`src/rtl/qbert_jump_ctrl_pkg.sv`:
```
// Shared Q*bert types and default pyramid geometry, also used by the renderer and the pyramid drawer.
package qbert_pkg;

   typedef enum logic [1:0] {UP_LEFT, UP_RIGHT, DOWN_LEFT, DOWN_RIGHT} dir_t;
   typedef enum logic [1:0] {IDLE, LIFT, SLIDE, DROP} jump_state_t;

   localparam int unsigned QB_ROWS     = 7;
   localparam logic [10:0] QB_X_ORG    = 11'd400;
   localparam logic [9:0]  QB_Y_ORG    = 10'd100;
   localparam logic [10:0] QB_CUBE_HW  = 11'd30;
   localparam logic [9:0]  QB_CUBE_H   = 10'd50;
   localparam logic [9:0]  QB_LIFT_H   = 10'd10;
   localparam int unsigned QB_MOVE_DIV = 500000;

endpackage

```
`src/rtl/qbert_jump_ctrl_if.sv`:
```
// Command/status bundle between the game controller (master) and the jump controller (slave).
interface qbert_jump_ctrl_if;
   import qbert_pkg::*;

   logic        qbert_jump;
   dir_t        jump_dir;
   logic        restart;
   logic [10:0] qbert_x;
   logic [9:0]  qbert_y;
   logic [2:0]  qbert_row;
   logic [2:0]  qbert_col;
   logic        busy;
   logic        jump_done;
   logic        jump_err;

   modport master (
      output qbert_jump, jump_dir, restart,
      input  qbert_x, qbert_y, qbert_row, qbert_col, busy, jump_done, jump_err
   );

   modport slave (
      input  qbert_jump, jump_dir, restart,
      output qbert_x, qbert_y, qbert_row, qbert_col, busy, jump_done, jump_err
   );

endinterface

```
`src/rtl/qbert_jump_ctrl_tick_prescaler.sv`:
```
// Free-running motion prescaler; tick is high for one cycle every MOVE_DIV cycles after clr drops.
module tick_prescaler #(
   parameter int unsigned MOVE_DIV = 500000
)(
   input  logic clk,
   input  logic reset,
   input  logic clr,
   output logic tick
);

   localparam int CW = (MOVE_DIV > 1) ? $clog2(MOVE_DIV) : 1;
   localparam logic [CW-1:0] LAST = CW'(MOVE_DIV - 1);

   logic [CW-1:0] r_cnt;

   always_ff @(posedge clk or posedge reset) begin
      if (reset)
         r_cnt <= '0;
      else if (clr || (r_cnt == LAST))
         r_cnt <= '0;
      else
         r_cnt <= r_cnt + CW'(1);
   end

   assign tick = (r_cnt == LAST) && !clr;

endmodule

```
`src/rtl/qbert_jump_ctrl.sv`:
```
// Q*bert cube tracker: validates diagonal hops and animates lift/slide/drop in sprite-origin pixels.
module qbert_jump_ctrl
   import qbert_pkg::*;
#(
   parameter int unsigned ROWS     = QB_ROWS,
   parameter logic [10:0] X_ORG    = QB_X_ORG,
   parameter logic [9:0]  Y_ORG    = QB_Y_ORG,
   parameter logic [10:0] CUBE_HW  = QB_CUBE_HW,
   parameter logic [9:0]  CUBE_H   = QB_CUBE_H,
   parameter logic [9:0]  LIFT_H   = QB_LIFT_H,
   parameter int unsigned MOVE_DIV = QB_MOVE_DIV
)(
   input  logic              clk,
   input  logic              reset,
   qbert_jump_ctrl_if.slave  bus
);

   localparam logic signed [4:0] ROWS_S = 5'(ROWS);

   function automatic logic [10:0] f_px_x(input logic [2:0] row, input logic [2:0] col);
      f_px_x = X_ORG - 11'(row) * CUBE_HW + 11'(col) * (CUBE_HW << 1);
   endfunction

   function automatic logic [9:0] f_px_y(input logic [2:0] row);
      f_px_y = Y_ORG + 10'(row) * CUBE_H;
   endfunction

   jump_state_t       r_state, w_state_nxt;
   logic [2:0]        r_row, r_col, r_trow, r_tcol;
   logic [10:0]       r_x, r_xt;
   logic [9:0]        r_y, r_yt, r_ylift, r_yslide;
   logic              r_busy, r_done, r_err;

   logic [2:0]        w_row_nxt, w_col_nxt, w_trow_nxt, w_tcol_nxt;
   logic [10:0]       w_x_nxt, w_xt_nxt;
   logic [9:0]        w_y_nxt, w_yt_nxt, w_ylift_nxt, w_yslide_nxt;
   logic              w_busy_nxt, w_done_nxt, w_err_nxt;

   logic              w_tick, w_clr, w_valid, w_accept;
   logic signed [4:0] w_row_s, w_col_s, w_trow_s, w_tcol_s;
   logic [2:0]        w_trow, w_tcol;
   logic [10:0]       w_xs;
   logic [9:0]        w_ys;

   // Prescaler is held cleared while idle so the first tick of a hop lands MOVE_DIV cycles in.
   assign w_clr = (r_state == IDLE) || bus.restart;

   tick_prescaler #(.MOVE_DIV(MOVE_DIV)) u_tick (
      .clk   (clk),
      .reset (reset),
      .clr   (w_clr),
      .tick  (w_tick)
   );

   assign w_row_s = $signed({2'b00, r_row});
   assign w_col_s = $signed({2'b00, r_col});

   always_comb begin
      w_trow_s = w_row_s;
      w_tcol_s = w_col_s;
      case (bus.jump_dir)
         UP_LEFT:    begin w_trow_s = w_row_s - 5'sd1; w_tcol_s = w_col_s - 5'sd1; end
         UP_RIGHT:   begin w_trow_s = w_row_s - 5'sd1; w_tcol_s = w_col_s;         end
         DOWN_LEFT:  begin w_trow_s = w_row_s + 5'sd1; w_tcol_s = w_col_s;         end
         DOWN_RIGHT: begin w_trow_s = w_row_s + 5'sd1; w_tcol_s = w_col_s + 5'sd1; end
         default:    begin w_trow_s = w_row_s;         w_tcol_s = w_col_s;         end
      endcase
   end

   assign w_valid  = (w_trow_s >= 5'sd0) && (w_trow_s < ROWS_S) &&
                     (w_tcol_s >= 5'sd0) && (w_tcol_s <= w_trow_s);
   assign w_trow   = w_trow_s[2:0];
   assign w_tcol   = w_tcol_s[2:0];
   assign w_accept = (r_state == IDLE) && bus.qbert_jump && w_valid && !bus.restart;

   // x and y walk independently toward the lifted target during SLIDE.
   assign w_xs = (r_x < r_xt) ? r_x + 11'd1 : ((r_x > r_xt) ? r_x - 11'd1 : r_x);
   assign w_ys = (r_y < r_yslide) ? r_y + 10'd1 : ((r_y > r_yslide) ? r_y - 10'd1 : r_y);

   always_ff @(posedge clk or posedge reset) begin
      if (reset)
         r_state <= IDLE;
      else
         r_state <= w_state_nxt;
   end

   always_comb begin
      w_state_nxt = r_state;
      if (bus.restart)
         w_state_nxt = IDLE;
      else begin
         case (r_state)
            IDLE:    if (w_accept) w_state_nxt = LIFT;
            LIFT:    if (w_tick && (r_y - 10'd1 == r_ylift)) w_state_nxt = SLIDE;
            SLIDE:   if (w_tick && (w_xs == r_xt) && (w_ys == r_yslide)) w_state_nxt = DROP;
            DROP:    if (w_tick && (r_y + 10'd1 == r_yt)) w_state_nxt = IDLE;
            default: w_state_nxt = IDLE;
         endcase
      end
   end

   always_comb begin
      w_row_nxt    = r_row;
      w_col_nxt    = r_col;
      w_trow_nxt   = r_trow;
      w_tcol_nxt   = r_tcol;
      w_x_nxt      = r_x;
      w_y_nxt      = r_y;
      w_xt_nxt     = r_xt;
      w_yt_nxt     = r_yt;
      w_ylift_nxt  = r_ylift;
      w_yslide_nxt = r_yslide;
      w_busy_nxt   = r_busy;
      w_done_nxt   = 1'b0;
      w_err_nxt    = 1'b0;
      if (bus.restart) begin
         w_row_nxt  = 3'd0;
         w_col_nxt  = 3'd0;
         w_x_nxt    = X_ORG;
         w_y_nxt    = Y_ORG;
         w_busy_nxt = 1'b0;
      end else begin
         case (r_state)
            IDLE: begin
               if (w_accept) begin
                  w_trow_nxt   = w_trow;
                  w_tcol_nxt   = w_tcol;
                  w_xt_nxt     = f_px_x(w_trow, w_tcol);
                  w_yt_nxt     = f_px_y(w_trow);
                  w_ylift_nxt  = r_y - LIFT_H;
                  w_yslide_nxt = f_px_y(w_trow) - LIFT_H;
                  w_busy_nxt   = 1'b1;
               end else if (bus.qbert_jump) begin
                  w_err_nxt = 1'b1;
               end
            end
            LIFT: begin
               if (w_tick) w_y_nxt = r_y - 10'd1;
            end
            SLIDE: begin
               if (w_tick) begin
                  w_x_nxt = w_xs;
                  w_y_nxt = w_ys;
               end
            end
            DROP: begin
               if (w_tick) begin
                  w_y_nxt = r_y + 10'd1;
                  if (r_y + 10'd1 == r_yt) begin
                     w_row_nxt  = r_trow;
                     w_col_nxt  = r_tcol;
                     w_busy_nxt = 1'b0;
                     w_done_nxt = 1'b1;
                  end
               end
            end
            default: w_busy_nxt = 1'b0;
         endcase
      end
   end

   always_ff @(posedge clk or posedge reset) begin
      if (reset) begin
         r_row    <= 3'd0;
         r_col    <= 3'd0;
         r_trow   <= 3'd0;
         r_tcol   <= 3'd0;
         r_x      <= X_ORG;
         r_y      <= Y_ORG;
         r_xt     <= X_ORG;
         r_yt     <= Y_ORG;
         r_ylift  <= Y_ORG;
         r_yslide <= Y_ORG;
         r_busy   <= 1'b0;
         r_done   <= 1'b0;
         r_err    <= 1'b0;
      end else begin
         r_row    <= w_row_nxt;
         r_col    <= w_col_nxt;
         r_trow   <= w_trow_nxt;
         r_tcol   <= w_tcol_nxt;
         r_x      <= w_x_nxt;
         r_y      <= w_y_nxt;
         r_xt     <= w_xt_nxt;
         r_yt     <= w_yt_nxt;
         r_ylift  <= w_ylift_nxt;
         r_yslide <= w_yslide_nxt;
         r_busy   <= w_busy_nxt;
         r_done   <= w_done_nxt;
         r_err    <= w_err_nxt;
      end
   end

   assign bus.qbert_x   = r_x;
   assign bus.qbert_y   = r_y;
   assign bus.qbert_row = r_row;
   assign bus.qbert_col = r_col;
   assign bus.busy      = r_busy;
   assign bus.jump_done = r_done;
   assign bus.jump_err  = r_err;

endmodule
```
`src/flat_wrapper.sv`:
```
// flat-port wrapper written by rule: the top's interface ports become plain ports
module qbert_jump_ctrl_flat import qbert_pkg::*;
#(
   parameter int unsigned ROWS     = QB_ROWS,
   parameter logic [10:0] X_ORG    = QB_X_ORG,
   parameter logic [9:0]  Y_ORG    = QB_Y_ORG,
   parameter logic [10:0] CUBE_HW  = QB_CUBE_HW,
   parameter logic [9:0]  CUBE_H   = QB_CUBE_H,
   parameter logic [9:0]  LIFT_H   = QB_LIFT_H,
   parameter int unsigned MOVE_DIV = QB_MOVE_DIV
)
  (clk, reset, bus_qbert_jump, bus_jump_dir, bus_restart, bus_qbert_x, bus_qbert_y, bus_qbert_row, bus_qbert_col, bus_busy, bus_jump_done, bus_jump_err);
  qbert_jump_ctrl_if bus_i ();
  input  logic clk;
  input  logic reset;
  input wire logic [$bits(bus_i.qbert_jump)-1:0] bus_qbert_jump;
  input wire logic [$bits(bus_i.jump_dir)-1:0] bus_jump_dir;
  input wire logic [$bits(bus_i.restart)-1:0] bus_restart;
  output wire logic [$bits(bus_i.qbert_x)-1:0] bus_qbert_x;
  output wire logic [$bits(bus_i.qbert_y)-1:0] bus_qbert_y;
  output wire logic [$bits(bus_i.qbert_row)-1:0] bus_qbert_row;
  output wire logic [$bits(bus_i.qbert_col)-1:0] bus_qbert_col;
  output wire logic [$bits(bus_i.busy)-1:0] bus_busy;
  output wire logic [$bits(bus_i.jump_done)-1:0] bus_jump_done;
  output wire logic [$bits(bus_i.jump_err)-1:0] bus_jump_err;
  assign bus_i.qbert_jump = bus_qbert_jump;
  assign bus_i.jump_dir = bus_jump_dir;
  assign bus_i.restart = bus_restart;
  assign bus_qbert_x = bus_i.qbert_x;
  assign bus_qbert_y = bus_i.qbert_y;
  assign bus_qbert_row = bus_i.qbert_row;
  assign bus_qbert_col = bus_i.qbert_col;
  assign bus_busy = bus_i.busy;
  assign bus_jump_done = bus_i.jump_done;
  assign bus_jump_err = bus_i.jump_err;
  qbert_jump_ctrl #(.ROWS(ROWS), .X_ORG(X_ORG), .Y_ORG(Y_ORG), .CUBE_HW(CUBE_HW), .CUBE_H(CUBE_H), .LIFT_H(LIFT_H), .MOVE_DIV(MOVE_DIV)) u_core (.clk(clk), .reset(reset), .bus(bus_i));
endmodule
```
`config.mk`:
```
export PLATFORM = sky130hd
export DESIGN_NAME = qbert_jump_ctrl_flat
export DESIGN_NICKNAME = d
export VERILOG_FILES = /design/src/rtl/qbert_jump_ctrl_pkg.sv /design/src/rtl/qbert_jump_ctrl_if.sv /design/src/rtl/qbert_jump_ctrl_tick_prescaler.sv /design/src/rtl/qbert_jump_ctrl.sv /design/src/flat_wrapper.sv
export SDC_FILE = /design/constraint.sdc
export NUM_CORES = 1
export LEC_CHECK = 0
export CAP_MARGIN = 40
export CORE_MARGIN = 10
export CORE_UTILIZATION = 50
export CTS_CLUSTER_DIAMETER = 120
export DETAILED_ROUTE_END_ITERATION = 8
export HOLD_SLACK_MARGIN = 0.08
export PLACE_DENSITY = 0.65
export SLEW_MARGIN = 20
export SYNTH_ARGS = -nofsm -noshare
export SYNTH_HDL_FRONTEND = slang
export SYNTH_SLANG_ARGS = --single-unit
```
`constraint.sdc`:
```
create_clock -name clk -period 6.1 [get_ports clk]
set_clock_uncertainty 0.05 [all_clocks]
set_input_delay 1.22 -clock clk [delete_from_list [all_inputs] [get_ports clk]]
set_output_delay 1.22 -clock clk [all_outputs]
set_load 0.02 [all_outputs]
```
# Word-level counts from Yosys, hierarchy flattened
# Index checks and enable logic that the tools add are counted.
# totals
elab_cells	134
output_inout_bits	30
regBits	98
# classes
multipliers	3
eq_ne	19
addsub	14
n_reduce_logical	32
bitwise	1
n_mux	42
order_cmp	8
# ops
operator	count
10-bit 2-to-1 mux	6
11-bit 2-to-1 mux	5
10-bit == test	3
10-bit case mux with 3 select lines	1
3-bit 2-to-1 mux	8
3-bit by 2-bit != test with 1-bit output, second input constant	8
10-bit by 4-bit subtractor with 10-bit output, second input constant	2
19-bit by 1-bit adder with 19-bit output, second input constant	1
19-bit == test, second input constant	1
19-bit 2-to-1 mux	1
5-bit case mux with 3 select lines	1
3-bit by 4-bit multiplier with 7-bit output, second input constant	2
1-bit 2-to-1 mux	12
4-bit AND reduction	3
11-bit by 1-bit adder with 11-bit output, second input constant	1
11-bit by 9-bit adder with 11-bit output	1
11-bit == test	1
11-bit greater-than comparator	1
1-bit logical AND	11
11-bit < comparator	1
11-bit by 1-bit subtractor with 11-bit output, second input constant	1
10-bit by 1-bit adder with 10-bit output, second input constant	1
7-bit by 9-bit adder with 10-bit output, first input constant	1
5-bit by 1-bit >= comparator with 1-bit output, second input constant	2
other kinds (25)	44

# Depth between registers and ports, before layout
# Gate-level depths: netlist of the first run.
# logic_depth
word_depth	12
ltp_mapped	21
mapped_depth_nobuf	20

# Hierarchy
# A second synthesis of the first run with hierarchy kept.
# hier_totals
hier_cells	870
area_unflattened_um2	7484.7
# modules_own_cells
module	cells_per_inst	seq_area_each_um2	instances	area_each_um2
qbert_jump_ctrl	771	1799.2	1	6481.2
tick_prescaler	99	475.5	1	1003.5

# Worst setup path after synthesis of the first run
# No wires, ideal clock.
# synth_path
path_type	input port to flip-flop
from	input bus_jump_dir[0]
to	register u_core.r_xt[9]
arrival_ps	5038
path_stages	20
required_time_ps	5920
slack_ps	882
path_buffers	1
cell_sequence	inv_1 ha_1 or2_2 clkbuf_1 mux2i_1 xor2_1 inv_1 fa_1 inv_1 ha_1 fa_1 o21ai_0 xnor2_1 ha_1 inv_1 o21bai_1 a21oi_1 o21bai_1 a211oi_1 a21oi_1
# synth_via
elab_chain_len	10
# synth_rtl
element	line_no	source
from (decl)	flat_wrapper.sv:17	input wire logic [$bits(bus_i.jump_dir)-1:0] bus_jump_dir;
2-bit == test (tied with other cells)	qbert_jump_ctrl.sv:61	case (bus.jump_dir)
2-bit OR reduction (no source line)	n/a	
5-bit case mux with 2 select lines (*)	qbert_jump_ctrl.sv:61	
via u_core.w_trow_s[2]	qbert_jump_ctrl.sv:40	logic signed [4:0] w_row_s, w_col_s, w_trow_s, w_tcol_s;
branches (longest 7 deep; another with 11-bit by 9-bit adder with 11-bit output)	n/a	
to (signal assigned)	qbert_jump_ctrl.sv:184	r_xt <= w_xt_nxt;
to (decl)	qbert_jump_ctrl.sv:30	logic [10:0] r_x, r_xt;
# Mark *: on every way through the listed nets, which the timed path passes.
# A chain may end at the register's enable or synchronous reset.

# Worst setup path in the final report of the first run
# Ends and elaborated chain as after synthesis.

==> impl_summary.txt, run 1 <==
----------------------------------------------------
[Outcome]
  Outcome ... finished clean

[GRT]
  Grt ovf ... 0
  Number of antenna violations at the first check in global routing ... 0
  Total GRT Usage ... approximately a fifth
  Largest net degree at the start of global routing ... 73
  Via count of the first global-routing pass ... between 7000 and 8000
  Wire length of the first global-routing pass ... about 38 mm

[Synth]
  Main synth FF type ... sky130_fd_sc_hd__dfrtp_1
  Number of cells produced by synthesis ... approximately 1000
  Fraction of registers with async set/reset ... between 90% and 100%
  Synthesis-stage register bit count ... 90
  Count of warnings emitted by yosys ... 0
  Number of enable-type register cells in the synthesized netlist ... 0
  Synth cell types ... slightly above 80
  Syn Std Cell Area ... 8420 µm²
  Post-synthesis sequential area ratio ... 27.0%
  Syn_nets ... ~1100
  Mean area per synthesized cell ... just over 8 µm²

[Placed design]
  Worst Setup Slack post-DPL ... about 0.35 ns
  Post-detail-place hpwl ... 16.8 mm
  Area after detailed placement ... 8920 µm²
  Input/output buffers ... 35
  Placed Instances ... roughly 1200
  Final weighted congestion in routability-driven placement ... ~0.95

[Pwr]
  Share of total power in the clock network ... a little under a quarter
  Leakage power ... 3.79 nW
  Internal power contribution ... 1.49 mW
  Maximum vdd drop ... 162 µV
  Combinational fraction of design power ... between 40 and 50%
  Sequential fraction of design power ... 30.5%
  Switch share ... around 43%
  Power density over cell area ... between 200 and 300 nW/µm²
  Final total power ... approximately 2.6 mW
  Power dissipated by switching net loads ... 1.12 mW

[Clock network]
  Clock network latency to the later pin of the worst-skew pair ... approximately 0.37 ns
  TritonCTS clock tree ... built
  Number of clock buffers inserted by TritonCTS ... 9
  Resize count post-CTS ... 0
  Root Buffer Master ... sky130_fd_sc_hd__clkbuf_16
  CTS HTree Levels ... 3
  CTS hold repair buffers ... 0
  Clock tree buffer depth ... 2
  Clock sink count ... 90
  Setup Buffers After CTS ... 0
  Reg clk slew, reported paths ... 0.07 ns

[Worst setup path]
  Master of the slowest instance on the critical path ... sky130_fd_sc_hd__fa_1
  Largest fanout of any net on the critical path ... 5
  RR Startpoint ... u_core.bus.qbert_y[3]
  Critical-path cell list ... clkdlybuf4s50_1, inv_1, ha_1, or2_2, mux2i_1, xor2_1, inv_1, fa_1, inv_1, ha_1, fa_1, o21ai_0, xnor2_1, ha_1, inv_1, o21bai_1, a21oi_1, o21bai_1, a211oi_1, a21oi_1
  Slowest Stage Delay on Critical Path ... roughly 0.54 ns
  Arrival time at the worst endpoint ... between 5 and 6 ns
  Category of the critical setup timing path ... input port to flop
  Setup crit end kind ... flop
  Required time of the critical path ... 6.28 ns
  CP startpoint kind ... input port
  Crit path from ... bus_jump_dir[0]
  Cell repeated most along the worst path ... sky130_fd_sc_hd__inv_1

[STA]
  Final Slew Violations ... 0
  Final setup violating endpoints ... 0
  Time the worst path needs with I/O delays and setup ... between 5 and 6 ns
  Transition time at the pin with the least slew margin ... between 0.8 and 0.9 ns
  Top achievable clock speed ... around 190 MHz
  Hold Vio Cnt, Final ... 0
  Setup repair after global routing missed its margin ... false
  Max transition margin ... a little over two fifths
  Worst Hold Margin ... ~0.43 ns
  Setup slack of the critical path after layout ... between 0.7 and 0.8 ns
  Final Cycle Share ... between 80% and 90%
  Sum of negative setup slack ... 0 ns

[Worst hold path]
  Classification of the worst-slack hold path ... flop to flop
  Worst Hold Launch ... u_core.r_ylift[5]

[Finish]
  Most common library cell in the layout ignoring fill and taps ... sky130_fd_sc_hd__nand2_1
  Fraction of layout instances using a drive strength above 1 ... under 10%
  Diodes inserted ... 0
  Post-layout instance area ... roughly 9000 µm²
  Post-synthesis to final-layout area growth ... 9.74%
  Layout Utilization ... between 50 and 60%
  NumNets Final ... 1114
  Leading cell types in the layout, fill and taps excluded ... sky130_fd_sc_hd__nand2_1 (104), sky130_fd_sc_hd__o21ai_0 (76), sky130_fd_sc_hd__dfrtp_1 (72), sky130_fd_sc_hd__ha_1 (69), sky130_fd_sc_hd__nor2_1 (66)
  Non-filler cells in the finished layout ... between 1000 and 1500

[Die]
  I/O pins ... 36
  Effective utilization at floorplan ... roughly half
  Width of the die ... 150 µm
  Die Footprint ... between 20000 and 25000 µm²
  Core area ... 16500 µm²
  Number of rows created at floorplan ... between 40 and 50
  Overall die height ... approximately 150 µm

[Drt]
  Wire length per cell ... 18.3 µm
  Total via count in the routed design ... 7598
  Post-Route WL ... ~23 mm
  Final antenna-violating net count ... 0
  Mean number of vias per cell ... just over 6
  Total iterations of the first detailed-routing run ... 6
  Final routed DRC violation total ... 0
  Initial detailed-routing violation count ... slightly below 700

[Run]
  Max-capacitance violation count ... 0

----------------------------------------------------
==> flip-flops by register name, summed over array words and instances, names as in the netlist <==
register / cells
u_core.u_tick.r_cnt: 19
u_core.bus.qbert_x: 11
u_core.bus.qbert_y: 10
u_core.r_ylift: 10
u_core.r_yslide: 9
u_core.r_xt: 8
u_core.r_yt: 7
u_core.bus.qbert_col: 3
u_core.bus.qbert_row: 3
u_core.r_tcol: 3
u_core.r_state: 2
u_core.r_trow: 2
u_core.bus.busy: 1
u_core.bus.jump_done: 1
u_core.bus.jump_err: 1
==> Yosys cell counts (all sizes together) (14+ instances only) <==
master  number  area, µm²
nand3       41        205
xnor2       56        490
or3         14       87.6
dfrtp       72       1800
nand4       15       93.8
a21oi       58        290
dfstp       18        473
nand2      104        390
nor4        17        106
o31ai       16        134
clkbuf      48        180
xor2        48        420
nor3        26        130
and3        15       96.3
ha          69        863
inv         59        221
o21ai       78        390
nor2        66        248
==> worst max-delay path: cells and delay by family <==
| family | cells | cell delay [ns] |
|---|---|---|
| mux | 1 | 0.19 |
| fa+ha+maj | 5 | 1.71 |
| simple gates | 1 | 0.34 |
| xor+xnor | 2 | 0.35 |
| buf+inv | 5 | 0.87 |
| compound gates | 6 | 0.87 |
==> per-layer routing <==
layer	vias to the layer above	global-route usage [%]	wire, µm
met5	-	0	0
met4	0	5.98	414
met3	30	4.05	1600
met2	256	31.4	10100
met1	3597	29.5	10900
li1	3715	-	-
==> cells by family after synthesis <==
logic type,Yosys count,synth area share [%]
AND/OR/NAND/NOR,368,22.5
adder cells (fa/ha/maj),76,11.9
buffers and inverters,120,5.53
flip-flops,90,27.0
multiplexers,12,1.53
AO/OA/AOI/OAI,262,20.4
XOR/XNOR,105,11.1
==> worst paths after layout <==
check / to / slack (ns) / cells past startpoint
min: u_core.r_ylift[5] / 0.43 / 2
max: u_core.r_xt[9] / 0.75 / 20
max reg2reg: u_core.r_state[1] / 1.51 / 10
max in group asynchronous: u_core.r_xt[3] / 3.73 / 3
min reg2reg: u_core.r_ylift[5] / 0.43 / 2
min in group asynchronous: u_core.bus.jump_done / 1.24 / 2
==> layout make-up <==
type	instances	area, µm²
Inverter	60	228
Fill cell	1575	7290
Tap cell	220	275
Clock buffer	10	239
Multi-Input combinational cell	823	5700
Sequential cell	90	2270
Timing Repair Buffer	48	444
Clock inverter	6	77.6
==> power by group through the flow <==
stage / registers, mW / logic, mW / clock network, mW
2_1_floorplan: 0.767 / 0.916 / 0
3_3_place_gp: 0.805 / 1.15 / 0
3_5_place_dp: 0.807 / 1.17 / 0
4_1_cts: 0.796 / 1.17 / 0.634
5_1_grt: 0.811 / 1.32 / 0.660
6_report: 0.799 / 1.19 / 0.624
(Power assumes the default switching activity.)
==> inputs of run 2 (changes only) <==
- SYNTH_HIERARCHICAL: unset -> 1
==> run 2 against run 1 <==
Combinational power rose by 18%. Hold slack worse by 0.013 ns. Sequential power is 15% higher. Power rose by 9.3%. Die area down 9.6%. Non-clock buffer count down 5. Register-to-register slack lost 0.08 ns. First-iteration DRC count is 44% lower. Wire length fell by 16%. Maximum frequency is 3.2% lower. Count of clock-buffer cells in the layout grew 1. Largest power group unchanged.
==> impl_summary.txt, run 2 <==
----------------------------------------------------
[Synth]
  Cell type contributing the most total cell area after synthesis ... sky130_fd_sc_hd__dfrtp_1
  Main synth FF type ... sky130_fd_sc_hd__dfrtp_1
  Share of Yosys cell area claimed by the top area cell type ... 24.1% (+2.7 points)
  Mean area per synthesized cell ... 8.60 µm² (+5.6%)
  Cell with the most instances after synthesis ... sky130_fd_sc_hd__nand2_1
  Top area cells in the synthesized netlist ... sky130_fd_sc_hd__dfrtp_1 (24%), sky130_fd_sc_hd__ha_1 (11%), sky130_fd_sc_hd__xnor2_1 (8.1%)
  Post-synthesis sequential area ratio ... 30.4% (+3.4 points)
  Number of cells produced by synthesis ... 870 (-16%)
  Synth cell count leaders ... sky130_fd_sc_hd__nand2_1 (97), sky130_fd_sc_hd__dfrtp_1 (72), sky130_fd_sc_hd__xnor2_1 (69)
  Synth cell types ... 74 (-9.8%)
  Syn_nets ... 950 (-15%)
  Number of enable-type register cells in the synthesized netlist ... 0 (unchanged)
  Syn Std Cell Area ... 7480 µm² (-11%)
  Count of warnings emitted by yosys ... 6 (+6)
  Fraction of registers with async set/reset ... 100% (unchanged)
  Synthesis-stage register bit count ... 90 (unchanged)

[Die]
  I/O pins ... 36 (unchanged)
  Overall die height ... 142 µm (-4.9%)
  Core area ... 14600 µm² (-12%)
  Effective utilization at floorplan ... 51.3% (+0.38 points)
  Width of the die ... 142 µm (-4.9%)
  Number of rows created at floorplan ... 44 (-6.4%)
  Die Footprint ... 20300 µm² (-9.6%)

[GRT]
  Largest net degree at the start of global routing ... 53 (-27%)
  Wire length of the first global-routing pass ... 31.5 mm (-16%)
  Number of antenna violations at the first check in global routing ... 0 (unchanged)
  Via count of the first global-routing pass ... 6139 (-13%)
  Grt ovf ... 0 (unchanged)
  Total GRT Usage ... 19.0% (-1.8 points)

[Clock network]
  Number of clock buffers inserted by TritonCTS ... 9 (unchanged)
  CTS hold repair buffers ... 0 (unchanged)
  Setup Buffers After CTS ... 0 (unchanged)
  Reg clk slew, reported paths ... 0.06 ns (about the same)
  Root Buffer Master ... sky130_fd_sc_hd__clkbuf_16
  Clock network latency to the later pin of the worst-skew pair ... 0.35 ns (-0.02 ns)
  Clock tree buffer depth ... 2 (unchanged)
  TritonCTS clock tree ... built
  Clock sink count ... 90 (unchanged)
  CTS HTree Levels ... 3 (unchanged)
  Resize count post-CTS ... 0 (unchanged)

[STA]
  Final Slew Violations ... 0 (unchanged)
  Setup repair after global routing missed its margin ... false
  Time the worst path needs with I/O delays and setup ... 5.52 ns (+0.177 ns)
  Final Cycle Share ... 90.5% (+2.9 points)
  Final setup violating endpoints ... 0 (unchanged)
  Transition time at the pin with the least slew margin ... 0.891 ns (+0.0380 ns)
  Max transition margin ... 39.8% (-3.2 points)
  Hold Vio Cnt, Final ... 0 (unchanged)
  Top achievable clock speed ... 181 MHz (-3.2%)
  Sum of negative setup slack ... 0 ns (unchanged)

[Finish]
  Most common library cell in the layout ignoring fill and taps ... sky130_fd_sc_hd__nand2_1
  Post-layout instance area ... 8260 µm² (-11%)
  Diodes inserted ... 0 (unchanged)
  Post-synthesis to final-layout area growth ... 10.4%
  Number of flip-flops under the largest register name ... 19 (unchanged)
  Non-filler cells in the finished layout ... 1076 (-14%)
  Leading cell types in the layout, fill and taps excluded ... sky130_fd_sc_hd__nand2_1 (97), sky130_fd_sc_hd__dfrtp_1 (72), sky130_fd_sc_hd__xnor2_1 (69), sky130_fd_sc_hd__ha_1 (67)
  NumNets Final ... 967 (-13%)
  Register with the most flip-flops ... u_core/u_tick/r_cnt
  Fraction of layout instances using a drive strength above 1 ... 6.73% (-0.12 points)

[Worst setup path]
  Master of the slowest instance on the critical path ... sky130_fd_sc_hd__fa_1
  RR Startpoint ... u_core/bus.qbert_row[0]
  Slowest Stage Delay on Critical Path ... 0.57 ns (+0.03 ns)
  Critical-path cell list ... clkdlybuf4s50_1, inv_1, ha_1, nor2_1, mux2i_1, xor2_1, inv_1, fa_1, inv_1, ha_1, fa_1, o21ai_0, xnor2_1, ha_1, o21ai_0, nand2b_1, a21o_1, a21oi_1, xnor2_1, nand2_1, o21ai_0
  Reg2reg end ... u_core/r_xt[8]
  Capturing element of the worst setup path ... u_core/r_xt[8]
  Setup slack of the worst register-to-register path ... 1.43 ns (-0.08 ns)
  Required time of the critical path ... 6.32 ns (+0.04 ns)
  Crit path from ... bus_jump_dir[0]
  Arrival time at the worst endpoint ... 5.74 ns (+0.22 ns)
  Number of cells traversed by the worst register-to-register path ... 19 (+9)
  Category of the critical setup timing path ... input port to flop
  Largest fanout of any net on the critical path ... 5 (unchanged)
  CP startpoint kind ... input port
  Setup crit end kind ... flop

[Placed design]
  Input/output buffers ... 35 (unchanged)
  Post-detail-place hpwl ... 14.5 mm (-13%)
  Placed Instances ... 1060 (-15%)
  Final weighted congestion in routability-driven placement ... 0.906 (-4.7%)
  Area after detailed placement ... 7980 µm² (-11%)

[Pwr]
  Share of total power in the clock network ... 18.7% (-5.2 points)
  Maximum vdd drop ... 152 µV (-6.6%)
  Power dissipated by switching net loads ... 1.21 mW (+7.4%)
  Internal power contribution ... 1.65 mW (+11%)
  Switch share ... 42.2% (-0.74 points)
  Combinational fraction of design power ... 49.2% (+3.6 points)
  Leakage power ... 3.54 nW (-6.6%)
  Final total power ... 2.86 mW (+9.3%)
  Power density over cell area ... 346 nW/µm² (+22%)
  Sequential fraction of design power ... 32.1% (+1.6 points)

[Drt]
  Post-Route WL ... 19.2 mm (-16%)
  Initial detailed-routing violation count ... 387 (-44%)
  Highest metal layer used by the detailed router ... met4
  Final routed DRC violation total ... 0 (unchanged)
  Total met2 wirelength after detailed routing ... 9.46 mm (-6.4%)
  Mean number of vias per cell ... 5.83 (-3.5%)
  Total iterations of the first detailed-routing run ... 4 (-2)
  Final antenna-violating net count ... 0 (unchanged)
  Wire length per cell ... 17.9 µm (-2.2%)
  Detailed-route wire length on metal 1 ... 8.69 mm (-20%)
  Routed wire length on met3 ... 829 µm (-48%)
  Total via count in the routed design ... 6277 (-17%)

[Worst hold path]
  Classification of the worst-slack hold path ... flop to flop

[Outcome]
  Outcome ... finished clean

[Run]
  Max-capacitance violation count ... 0 (unchanged)

----------------------------------------------------
run 2: cell count changes after synthesis, moves of 9 or more:
cell	change
sky130_fd_sc_hd__mux2i_1	+9
sky130_fd_sc_hd__a31oi_1	-10
sky130_fd_sc_hd__inv_1	-9
sky130_fd_sc_hd__clkbuf_1	-20
sky130_fd_sc_hd__o31ai_1	-12
sky130_fd_sc_hd__o21ai_0	-16
sky130_fd_sc_hd__xnor2_1	+13
sky130_fd_sc_hd__nand3_1	-22
run 2: per-stage QoR:
stage | worst slack, ns | utilization (%) | hold WS, ns
floorplan | 0.848 | - | 0.396
global placement | 0.338 | 54.5 | 0.405
detailed placement | 0.189 | 54.7 | 0.413
CTS | 0.568 | 56.6 | 0.424
global route | 0.257 | 56.6 | 0.441
finish | 0.577 | 56.6 | 0.421
run 2: worst max-delay path: cells and delay by family:
family / cells / cell delay [ns]
xor+xnor: 3 / 0.49
buf+inv: 4 / 0.78
simple gates: 3 / 0.47
fa+ha+maj: 5 / 1.85
compound gates: 5 / 0.65
mux: 1 / 0.26
run 2: worst min path at each step:
stage / to / slack [ns] / start / cells past startpoint
after detailed placement: u_core/r_yt[5] / 0.41 / u_core/r_yt[5] / 2
final: u_core/r_yt[5] / 0.42 / u_core/r_yt[5] / 2
after global routing: u_core/r_yt[6] / 0.44 / u_core/r_yt[6] / 2
after floorplan: u_core/r_yt[5] / 0.40 / u_core/r_yt[5] / 2
after global placement: u_core/r_yt[6] / 0.41 / u_core/r_yt[6] / 2
after CTS: u_core/r_yt[5] / 0.42 / u_core/r_yt[5] / 2
run 2: layout make-up:
type	instances	area (µm²)
fillers	1349	6330
well taps	184	230
multi-input cells	692	4850
flip-flops and latches	90	2270
repair buffers	43	430
clock buffers	11	243
clock inverters	5	38.8
inverters	51	191
run 2: routing by layer:
| metal | vias up | track usage [%] |
|---|---|---|
| li1 | 3086 | - |
| met1 | 3030 | 24.2 |
| met2 | 144 | 32.7 |
| met3 | 17 | 2.44 |
| met4 | 0 | 5.64 |
| met5 | - | 0 |
run 2: power by group through the flow:
stage	sequential, mW	combinational [mW]	clock (mW)
floorplan	0.872	1.10	0
global placement	0.917	1.35	0
detailed placement	0.925	1.39	0
CTS	0.917	1.40	0.550
global route	0.938	1.56	0.570
finish	0.918	1.41	0.534
run 2: cells by family after synthesis:
group,Yosys count,synth area share (%)
AOI/OAI and AO/OA,185,15.3
xor gates and xnor gates,114,13.3
adders and majority gates,74,13.1
buffers and inverters,88,4.78
DFF,90,30.4
muxes,15,2.02
and+or+nand+nor,304,21.0
==> inputs of run 3 (changes only) <==
- ABC_AREA: unset -> 1
- CORE_MARGIN: 10 -> 1
- CTS_CLUSTER_SIZE: unset -> 24
==> run 3 against run 2 <==
Wire length up 4.4%. Power increased by 15%. Sequential share of layout area is 1.3 points lower. Register-to-register slack improved by 0.07 ns. Global-route usage increased by 6.8 points. Critical path depth increased by 1. Synthesized cell count increased by 25%. Final cell count increased by 24%. Critical path type unchanged. Largest cell class unchanged. Largest power group unchanged.
==> impl_summary.txt, run 3 <==
----------------------------------------------------
[Die]
  Width of the die ... 127 µm (-11%)
  Die Footprint ... 16100 µm² (-20%)
  Core area ... 15300 µm² (+4.6%)
  I/O pins ... 36 (unchanged)
  Number of rows created at floorplan ... 45 (+2.3%)
  Effective utilization at floorplan ... 51.2% (-0.061 points)
  Overall die height ... 127 µm (-11%)

[Clock network]
  Root Buffer Master ... sky130_fd_sc_hd__clkbuf_16
  TritonCTS clock tree ... built
  Clock network latency to the later pin of the worst-skew pair ... 0.35 ns (about the same)
  Setup Buffers After CTS ... 0 (unchanged)
  Clock tree buffer depth ... 2 (unchanged)
  Clock sink count ... 90 (unchanged)
  CTS HTree Levels ... 3 (unchanged)
  CTS hold repair buffers ... 0 (unchanged)
  Number of clock buffers inserted by TritonCTS ... 9 (unchanged)
  Resize count post-CTS ... 0 (unchanged)
  Reg clk slew, reported paths ... 0.07 ns (about the same)

[Synth]
  Syn Std Cell Area ... 7820 µm² (+4.5%)
  Main synth FF type ... sky130_fd_sc_hd__dfrtp_1
  Number of cells produced by synthesis ... 1089 (+25%)
  Synth cell count leaders ... sky130_fd_sc_hd__nand2_1 (249), sky130_fd_sc_hd__inv_1 (147), sky130_fd_sc_hd__nor2_1 (100)
  Synthesis-stage register bit count ... 90 (unchanged)
  Count of warnings emitted by yosys ... 6 (unchanged)
  Syn_nets ... 1169 (+23%)
  Number of enable-type register cells in the synthesized netlist ... 0 (unchanged)
  Mean area per synthesized cell ... 7.18 µm² (-17%)
  Synth cell types ... 54 (-27%)
  Fraction of registers with async set/reset ... 100% (unchanged)
  Top area cells in the synthesized netlist ... sky130_fd_sc_hd__dfrtp_1 (23%), sky130_fd_sc_hd__nand2_1 (12%), sky130_fd_sc_hd__ha_1 (11%)
  Post-synthesis sequential area ratio ... 29.1% (-1.3 points)
  Share of Yosys cell area claimed by the top area cell type ... 23.0% (-1.0 points)
  Cell type contributing the most total cell area after synthesis ... sky130_fd_sc_hd__dfrtp_1
  Cell with the most instances after synthesis ... sky130_fd_sc_hd__nand2_1

[Worst setup path]
  Required time of the critical path ... 6.32 ns (about the same)
  Arrival time at the worst endpoint ... 5.57 ns (-0.17 ns)
  Setup crit end kind ... flop
  CP startpoint kind ... input port
  Family with the most delay on the worst path ... adder cells
  Critical-path cell list ... clkdlybuf4s50_1, inv_1, ha_1, nor2_1, xnor2_1, inv_1, fa_1, inv_1, ha_1, fa_1, inv_1, a21oi_1, xor2_1, ha_1, a21oi_1, o21ai_0, a21oi_1, nor2_1, nor2_1, xnor2_1, nand2_1, o21ai_0
  RR Startpoint ... u_core/bus.qbert_row[0]
  Largest fanout of any net on the critical path ... 5 (unchanged)
  Number of cells traversed by the worst register-to-register path ... 20 (+1)
  Setup slack of the worst register-to-register path ... 1.50 ns (+0.07 ns)
  Category of the critical setup timing path ... input port to flop
  Crit path from ... bus_jump_dir[0]
  Slowest Stage Delay on Critical Path ... 0.52 ns (-0.05 ns)
  Reg2reg end ... u_core/r_xt[8]
  Number of buffers and inverters on the critical path ... 5 (+1)
  Cell repeated most along the worst path ... sky130_fd_sc_hd__inv_1
  Master of the slowest instance on the critical path ... sky130_fd_sc_hd__fa_1

[Finish]
  Most common library cell in the layout ignoring fill and taps ... sky130_fd_sc_hd__nand2_1
  Register with the most flip-flops ... u_core/u_tick/r_cnt
  Diodes inserted ... 0 (unchanged)
  NumNets Final ... 1202 (+24%)
  Fraction of layout instances using a drive strength above 1 ... 9.67% (+2.9 points)
  Number of flip-flops under the largest register name ... 19 (unchanged)
  Layout Utilization ... 56.9% (+0.28 points)
  Leading cell types in the layout, fill and taps excluded ... sky130_fd_sc_hd__nand2_1 (249), sky130_fd_sc_hd__inv_1 (146), sky130_fd_sc_hd__nor2_1 (99), sky130_fd_sc_hd__nand3_1 (98), sky130_fd_sc_hd__dfrtp_1 (72)
  Post-synthesis to final-layout area growth ... 11.1%

[Pwr]
  Power density over cell area ... 380 nW/µm² (+9.8%)
  Final total power ... 3.30 mW (+15%)
  Maximum vdd drop ... 206 µV (+36%)
  Leakage power ... 4.26 nW (+20%)

[STA]
  Final Slew Violations ... 0 (unchanged)
  Hold Vio Cnt, Final ... 0 (unchanged)
  Final setup violating endpoints ... 0 (unchanged)
  Setup slack of the critical path after layout ... 0.751 ns (+0.174 ns)
  Final Cycle Share ... 87.7% (-2.9 points)
  Top achievable clock speed ... 187 MHz (+3.3%)
  Transition time at the pin with the least slew margin ... 0.817 ns (-0.0744 ns)
  Time the worst path needs with I/O delays and setup ... 5.35 ns (-0.174 ns)
  Max transition margin ... 45.3% (+5.5 points)
  Sum of negative setup slack ... 0 ns (unchanged)
  Setup repair after global routing missed its margin ... false

[GRT]
  Grt ovf ... 0 (unchanged)
  Met3 routing resource usage after global routing ... 2.64% (+0.20 points)
  Most Crowded Layer GR ... met2
  Met2 track demand over resource in global routing ... 42.6% (+9.9 points)
  Total GRT Usage ... 25.8% (+6.8 points)
  Wire length of the first global-routing pass ... 33.0 mm (+4.6%)
  Largest net degree at the start of global routing ... 47 (-11%)
  Number of antenna violations at the first check in global routing ... 0 (unchanged)
  Via count of the first global-routing pass ... 6617 (+7.8%)
  Met1 global-route usage ... 36.4% (+12 points)

[Drt]
  Mean number of vias per cell ... 5.32 (-8.8%)
  Final routed DRC violation total ... 0 (unchanged)
  Total iterations of the first detailed-routing run ... 7 (+3)
  Total via count in the routed design ... 7119 (+13%)
  Initial detailed-routing violation count ... 762 (+97%)
  Post-Route WL ... 20.1 mm (+4.4%)
  Final antenna-violating net count ... 0 (unchanged)
  Wire length per cell ... 15.0 µm (-16%)

[Worst hold path]
  Worst Hold Launch ... u_core/u_tick/r_cnt[0]
  Min-Delay Path Depth ... 1 (-1)
  Hold EP ... u_core/u_tick/r_cnt[0]
  Classification of the worst-slack hold path ... flop to flop

[Run]
  Max-capacitance violation count ... 0 (unchanged)

[Placed design]
  Final weighted congestion in routability-driven placement ... 0.943 (+4.2%)
  Input/output buffers ... 35 (unchanged)
  Worst Setup Slack post-DPL ... 0.387 ns (+0.198 ns)
  Post-detail-place hpwl ... 15.3 mm (+5.0%)

[Outcome]
  Outcome ... finished clean

----------------------------------------------------
run 3: cell families (layout without fill, tap and decap cells):
kind of cell	count (synthesis)	in the layout	share of synthesized area [%]
adder cells (fa/ha/maj)	74	74	12.5
AO/OA/AOI/OAI	148	148	10.8
flip-flops	90	90	29.1
AND/OR/NAND/NOR	545	545	32.0
XOR/XNOR	56	56	6.37
buffers and inverters	176	214	9.22
run 3: cell type report:
type	instances	area (µm²)
tap	211	264
clock buffer	10	239
fill	1471	6570
sequential	90	2270
multi-input combinational	823	4830
clock inverter	6	87.6
inverter	156	591
timing repair buffer	42	403
run 3: layer usage:
metal | routed length (µm) | part of all wire (%)
met1 | 9550 | 48
met2 | 9360 | 47
met3 | 947 | 4.7
met4 | 231 | 1.1
met5 | 0 | 0
run 3: how the worst max path moves through the flow:
stage	endpoint	slack, ns	depth (start not counted)
after floorplan	u_core/r_xt[8]	1.04	22
after global placement	u_core/r_xt[8]	0.49	22
after detailed placement	u_core/r_xt[8]	0.39	22
after CTS	u_core/r_xt[8]	0.74	22
after global routing	u_core/r_xt[8]	0.33	22
final	u_core/r_xt[8]	0.75	22
run 3: power by group:
part	internal, mW	switching [mW]
clock network	0.372	0.253
registers	0.785	0.150
logic	0.610	1.13
run 3: per-stage QoR:
stage | hold slack (ns) | area, µm² | instances
after floorplan | 0.389 | 7820 | 1089
after global routing | 0.437 | 8680 | 1338
after global placement | 0.406 | 8360 | 1322
after detailed placement | 0.411 | 8360 | 1322
after CTS | 0.421 | 8680 | 1338
final | 0.420 | 8680 | 1338
